`src/rtl/tcp_tx_ctrl.sv`:
```
// tcp_tx_ctrl: executes SYN/ACK/FIN commands into TCP header descriptors.
// Optional: define TCP_TX_ISN_LFSR_EN to take the ISN from a free-running LFSR.

package tcp_pkg;
    typedef enum logic [1:0] {
        TX_NOP = 2'd0,
        TX_SYN = 2'd1,
        TX_ACK = 2'd2,
        TX_FIN = 2'd3
    } tx_ctrl_t;
endpackage

module tcp_tx_ctrl
    import tcp_pkg::*;
#(
    parameter logic [31:0] ISN        = 32'h0000_1000,
    parameter logic [15:0] RCV_WINDOW = 16'd1024
) (
    input  logic        i_clk,
    input  logic        i_rst,
    input  logic        i_enable,
    input  tx_ctrl_t    i_tx_ctrl,
    input  logic        i_tx_ctrl_valid,
    output logic        o_tx_ctrl_ack,
    input  logic [31:0] i_rcv_nxt,
    input  logic        i_rcv_nxt_valid,
    output logic [7:0]  o_hdr_flags,
    output logic [31:0] o_hdr_seq,
    output logic [31:0] o_hdr_ack,
    output logic [15:0] o_hdr_window,
    output logic        o_hdr_valid,
    input  logic        i_hdr_ready,
    output logic        o_busy,
    output logic [15:0] o_seg_count
);

    typedef enum logic {
        S_IDLE = 1'b0,
        S_HOLD = 1'b1
    } state_t;

    state_t      r_state;
    state_t      w_next;
    logic [31:0] r_snd_nxt;
    logic [31:0] r_rcv_nxt;
    logic [7:0]  r_hdr_flags;
    logic [31:0] r_hdr_seq;
    logic [31:0] r_hdr_ack;
    logic [15:0] r_hdr_window;
    logic [15:0] r_seg_count;
    logic        w_accept;
    logic        w_hdr_cmd;
    logic        w_xfer;
    logic [31:0] w_rcv_cur;
    logic [31:0] w_isn_cur;

`ifdef TCP_TX_ISN_LFSR_EN
    // A zero seed would lock the LFSR, so fall back to 1.
    localparam logic [31:0] LFSR_SEED = (ISN == 32'd0) ? 32'd1 : ISN;
    logic [31:0] r_lfsr;

    // Galois LFSR, taps 32,22,2,1, advancing every cycle
    always_ff @(posedge i_clk) begin
        if (i_rst)
            r_lfsr <= LFSR_SEED;
        else
            r_lfsr <= {1'b0, r_lfsr[31:1]} ^ (r_lfsr[0] ? 32'h8020_0003 : 32'd0);
    end

    assign w_isn_cur = r_lfsr;
`else
    assign w_isn_cur = ISN;
`endif

    assign w_accept  = (r_state == S_IDLE) && i_tx_ctrl_valid && i_enable;
    assign w_hdr_cmd = w_accept && (i_tx_ctrl != TX_NOP);
    assign w_xfer    = (r_state == S_HOLD) && i_hdr_ready && i_enable;
    assign w_rcv_cur = i_rcv_nxt_valid ? i_rcv_nxt : r_rcv_nxt;

    // State register
    always_ff @(posedge i_clk) begin
        if (i_rst)
            r_state <= S_IDLE;
        else
            r_state <= w_next;
    end

    // Next-state logic; disable forces IDLE
    always_comb begin
        w_next = r_state;
        if (!i_enable) begin
            w_next = S_IDLE;
        end else begin
            unique case (r_state)
                S_IDLE:  if (w_hdr_cmd) w_next = S_HOLD;
                S_HOLD:  if (w_xfer) w_next = S_IDLE;
                default: w_next = S_IDLE;
            endcase
        end
    end

    // Handshake outputs decoded from state
    always_comb begin
        o_tx_ctrl_ack = w_accept;
        o_hdr_valid   = (r_state == S_HOLD);
        o_busy        = (r_state != S_IDLE);
    end

    // Descriptor capture on accept; held stable through HOLD
    always_ff @(posedge i_clk) begin
        if (i_rst) begin
            r_hdr_flags  <= 8'd0;
            r_hdr_seq    <= 32'd0;
            r_hdr_ack    <= 32'd0;
            r_hdr_window <= 16'd0;
        end else if (w_hdr_cmd) begin
            r_hdr_window <= RCV_WINDOW;
            unique case (i_tx_ctrl)
                TX_SYN: begin
                    r_hdr_flags <= 8'h02;
                    r_hdr_seq   <= w_isn_cur;
                    r_hdr_ack   <= 32'd0;
                end
                TX_FIN: begin
                    r_hdr_flags <= 8'h11;
                    r_hdr_seq   <= r_snd_nxt;
                    r_hdr_ack   <= w_rcv_cur;
                end
                default: begin
                    r_hdr_flags <= 8'h10;
                    r_hdr_seq   <= r_snd_nxt;
                    r_hdr_ack   <= w_rcv_cur;
                end
            endcase
        end
    end

    // Local send sequence: SYN and FIN each consume one number
    always_ff @(posedge i_clk) begin
        if (i_rst)
            r_snd_nxt <= ISN;
        else if (!i_enable)
            r_snd_nxt <= w_isn_cur;
        else if (w_hdr_cmd && i_tx_ctrl == TX_SYN)
            r_snd_nxt <= w_isn_cur + 32'd1;
        else if (w_hdr_cmd && i_tx_ctrl == TX_FIN)
            r_snd_nxt <= r_snd_nxt + 32'd1;
    end

    // Remote receive-next, loadable in any state
    always_ff @(posedge i_clk) begin
        if (i_rst || !i_enable)
            r_rcv_nxt <= 32'd0;
        else if (i_rcv_nxt_valid)
            r_rcv_nxt <= i_rcv_nxt;
    end

    // Transferred-descriptor counter, survives disable
    always_ff @(posedge i_clk) begin
        if (i_rst)
            r_seg_count <= 16'd0;
        else if (w_xfer)
            r_seg_count <= r_seg_count + 16'd1;
    end

    assign o_hdr_flags  = r_hdr_flags;
    assign o_hdr_seq    = r_hdr_seq;
    assign o_hdr_ack    = r_hdr_ack;
    assign o_hdr_window = r_hdr_window;
    assign o_seg_count  = r_seg_count;

endmodule

```
`config.mk`:
```
export PLATFORM = sky130hd
export DESIGN_NAME = tcp_tx_ctrl
export DESIGN_NICKNAME = d
export VERILOG_FILES = /design/src/rtl/tcp_tx_ctrl.sv
export SDC_FILE = /design/constraint.sdc
export NUM_CORES = 1
export LEC_CHECK = 0
export BUFFER_PORTS_ARGS = -buffer_cell sky130_fd_sc_hd__buf_2
export CAP_MARGIN = 5
export CORE_AREA = 2 2 110 112
export DETAILED_ROUTE_END_ITERATION = 8
export DIE_AREA = 0 0 112 114
export HOLD_SLACK_MARGIN = 0.15
export PLACE_DENSITY = 0.78
export SLEW_MARGIN = 20
export SYNTH_ARGS = -nofsm -noshare
export SYNTH_HDL_FRONTEND = slang
export SYNTH_SLANG_ARGS = --single-unit
```
`constraint.sdc`:
```
create_clock -name i_clk -period 3.2 [get_ports i_clk]
set_input_delay 0.96 -clock i_clk [delete_from_list [all_inputs] [get_ports i_clk]]
set_output_delay 0.96 -clock i_clk [all_outputs]
set_load 0.05 [all_outputs]
```
Yosys cells after proc, flatten, opt, wreduce, memory -nomap -nowiden
Index checks and enable logic that the tools add are counted.
{ "classes": {"add_sub_neg": 2, "multipliers": 0, "n_div": 0, "n_lt_le_gt_ge": 0, "n_eq_ne": 2, "n_shift": 0, "mux": 9, "bitwise_logic": 2, "n_reduce_logical": 13} }
{ "op_table": {"columns": ["op", "count"], "rows": [
  ["two-way mux 32 bit", 3],
  ["adder 32 x 1 -> 32 bit (second input constant)", 1],
  ["adder 16 x 1 -> 16 bit (second input constant)", 1],
  ["one-hot mux 5 bit (2 select lines)", 1],
  ["logical AND 1 bit", 7],
  ["two-way mux 1 bit", 4],
  ["nonzero test 2 bit", 2],
  ["OR reduction 3 bit", 1],
  ["== test 2 x 1 -> 1 bit (second input constant)", 1],
  ["== test 2 bit (second input constant)", 1],
  ["inverter 1 bit", 2],
  ["one-hot mux 1 bit (2 select lines)", 1],
  ["OR reduction 2 bit", 1],
  ["zero test 1 bit", 1],
  ["logical OR 1 bit", 1]
]} }
{ "word_totals": {"register_bits": 154, "latchBits": 0, "mem_bits_rw": 0, "rom_bits": 0, "inputBits": 40, "output_inout_bits": 107, "wordCells": 37, "mem_count": 0} }

Depth between registers and ports, before layout
{ "depth": {"word_depth": 7, "depth_mapped": 8, "mapped_depth_nobuf": 5} }

Least setup slack after synthesis
No wires, ideal clock.
{ "synth_timing": {"path_kind": "input to output", "from": "in i_enable", "to": "out o_tx_ctrl_ack", "arrival_time_ps": 1624, "t_required_ps": 2240, "setup_slack_ps": 616, "cell_stages": 2, "n_path_buf": 1, "cell_sequence": "buf_2 > and3b_1"} }
{ "synth_between": {"elab_chain_cells": 1} }
{ "synth_rtl": {"columns": ["element", "line_no", "rtl"], "rows": [
  ["from (decl)", "21", "input logic i_enable,"],
  ["logical AND 1 bit", "75", "assign w_accept = (r_state == S_IDLE) && i_tx_ctrl_valid && i_enable;"],
  ["to (decl)", "24", "output logic o_tx_ctrl_ack,"]
]} }
No other way between the ends.

Worst setup path after layout
Ends and elaborated chain as after synthesis.

==> impl_results.md <==
* Library cells used by synthesis at 47
* Hold EP: o_hdr_flags[0]
* Synth warn at 0
* CP most frequent cell: buf_2
* Pre-antenna DRT Iters at 5
* ANT cells at 0
* Worst Path Buf+Inv at 2
* Gp weighted congestion at roughly 0.8
* Core ar. at 0.0117 mm^2
* Crit start category: input pin
* CP Cell Sequence: buf_2 > and3b_1 > buf_2
* Combinational share of power at between 7 and 8%
* Synthesized flop and latch total at ~150
* GRT Util Overall at around 22%
* Die X at roughly 110 um
* CTS Buffer Depth at 2
* CTS root buf: clkbuf_16
* DRC viols at 0
* Area fraction of the dominant cell type after synthesis at 49.7%
* Final nets at ~790
* IO Pins at around 150
* Total power at between 4 and 5 mW
* Routed len/inst at roughly 15 um
* Hold WC Path Type: flip-flop to flip-flop
* Die height at approximately 110 um
* Final setup viols at 0
* Largest net degree at the start of global routing at between 80 and 90
* Initial core utilization at 51.2%
* Number of setup buffers added after CTS at 0
* Synth top area cells: dfxtp_1 (50%), a22oi_1 (6.9%), nor2_1 (6.4%)
* Post-synth top flop: dfxtp_1
* Slowest cell on the critical path: buf_2
* Crit path kind: input pin to output pin
* CP peak stage delay at just over 0.3 ns
* Yosys top cell by area: dfxtp_1
* Int Pwr at roughly 3.2 mW
* Worst Hold Depth at 2
* Setup TNS at 0 ns
* Post_cts resized at 0
* Die Area at between 0.01 and 0.015 mm^2
* FF-to-FF Start: o_busy
* Seq/Total Area, Yosys at around half
* Hold slack at around 0.46 ns
* Average vias per placed instance at roughly 5.6
* Syn_area_per_cell at between 9 and 10 um^2
* FILL cells at around 1000
* CTS tree: done
* Max VDD drop at 0.362 mV
* CTS Sinks at ~150
* Max Cap Viol at 0
* Clk pwr share at 46.9%
* FF-to-FF setup slack at approximately 0.93 ns
* Leak pwr at a little under 3 nW
* Htree depth at 4
* Rows at 40
* Top cell family by delay on the critical path: buffers and inverters
* Worst EP arrival at 1.69 ns
* Area delta synth->final at 20.3%
* Hold_buf cts at 0
* Post-Syn Area at around 0.006 mm^2
* Switching power at 0.925 mW
* Status: complete, no violations
* Skew final at approximately 0.0045 ns
* Max-slew violation count at 0
* Post-detail-place hpwl at approximately 9.6 mm
* Total grt overflow at 0
* Sw Share at between 20 and 25%
* RSZ-0062 raised after global routing: no
* RR Endpoint: r_snd_nxt[28]
* Number of global-route vias before repair at 4699
* Global-route wire length before repair at approximately 23 mm
* Cell with the most instances after synthesis: dfxtp_1
* Tmin final at between 2 and 3 ns
* Reg clk slew, reported paths at 0.06 ns
* Number of synthesized flops with an enable pin at 0
* Mapped Cells at roughly 650
* Routed Antenna Nets at 0
* Vias post-DR at between 5000 and 6000
* CP max FO at 4
* Initial antenna violation count at 0
* FFs w/ async S/R, synth at 0%
* WL final at around 14 mm
* Share of cells above drive strength 1 at 25.3%
* Seq pwr share at 46.0%
* Total CTS buffers at 17
* Commonest cells post-synth: dfxtp_1 (149), nor2_1 (103), a22oi_1 (55)
* R2R cell count at 4
* Tcrit/Tclk final at between 80 and 90%
* Final Hold Vio Count at 0
* Worst path required time at 2.24 ns
* Iter 0 DRT Violations at 391
* Final core occ at 61.6%
* Worst-skew pair later-pin latency at 0.42 ns
* Slew headroom at about 41%
* Max Clk Rate at ~380 MHz
* Worst Setup End Kind: output pin
* PortBufs at roughly 130
* Tightest Pin Transition at around 0.88 ns
* Power density over the cells at about 570 mW/mm^2
* Hold path startpoint: o_hdr_flags[0]
==> cells in the final DEF, fill, tap and decap left out, types with 7 or more instances in the layout <==
cell type,Yosys,routed
or4_1,13,13
nand2_1,16,16
clkbuf_16,0,17
nor2b_1,25,25
a21oi_1,38,38
buf_4,21,10
mux2i_1,10,10
clkbuf_8,0,8
inv_1,7,7
dfxtp_1,149,149
a22oi_1,55,55
nand4_1,16,16
mux2_2,24,24
conb_1,1,20
buf_2,6,126
o31ai_1,12,12
nor2_1,103,103
xor2_1,10,10
or3_1,9,9
nand3_1,20,20
==> power by group through the flow <==
stage                     Clock, mW  Combinational, mW  Sequential (mW)
final                          1.93              0.295             1.89
after global routing           2.05              0.315             1.89
after CTS                      1.96              0.295             1.89
after detailed placement          0              0.294             1.93
after global placement            0              0.288             1.93
after floorplan                   0              0.198             1.98
==> worst min-delay path, delay by kind of cell (launching register included) <==
kind / cells / cell delay, ns
AND/OR/NAND/NOR: 1 / 0.05
AO/OA/AOI/OAI: 1 / 0.05
flip-flops: 1 / 0.31
==> stage by stage <==
stage | worst slack (ns) | instance area [um^2] | cells
after global routing | 0.540 | 7210 | 911
final | 0.551 | 7210 | 911
after CTS | 0.543 | 7210 | 911
after detailed placement | 0.358 | 6630 | 880
after floorplan | 0.616 | 6070 | 665
after global placement | 0.430 | 6630 | 880
==> area by class of cell <==
class                      instances  area [um^2]  share of cell area [%]
multi-input combinational        441         2730                    37.8
tap                              147          184                    2.55
timing repair buffer             136          706                    9.78
inverter                           7         26.3                   0.364
clock buffer                      29          551                    7.63
clock inverter                     2         35.0                   0.486
sequential                       149         2980                    41.4
==> how the worst max path moves through the flow <==
stage | from | endpoint | slack (ns) | cells past startpoint
5_1_grt | i_enable | o_tx_ctrl_ack | 0.54 | 3
6_report | i_enable | o_tx_ctrl_ack | 0.55 | 3
4_1_cts | i_enable | o_tx_ctrl_ack | 0.54 | 3
3_5_place_dp | i_tx_ctrl[1] | r_snd_nxt[28] | 0.36 | 5
2_1_floorplan | i_enable | o_tx_ctrl_ack | 0.62 | 2
3_3_place_gp | i_enable | r_snd_nxt[28] | 0.43 | 5
==> cells by family after synthesis <==
logic type	synth area share, %
compound gates	13.9
xor+xnor	2.34
fa+ha+maj	0.417
buf+inv	6.14
flops	49.7
mux	6.36
other cells	0.0625
simple gates	21.0
==> metal layers <==
metal	track usage, %	part of all wire, %	routed length (um)	up-vias
li1	-	-	-	2464
met1	27.2	44	6130	2481
met2	36.4	49	6830	161
met3	5.15	5.1	719	25
met4	10.0	2.2	303	0
met5	0	0	0	-
==> flip-flops by register name, summed over array words and instances, names as in the netlist <==
register / cells
o_busy: 1
o_hdr_seq: 32
r_rcv_nxt: 32
o_seg_count: 16
o_hdr_window: 1
o_hdr_flags: 3
r_snd_nxt: 32
o_hdr_ack: 32
Power figures use the tool's default switching activity.
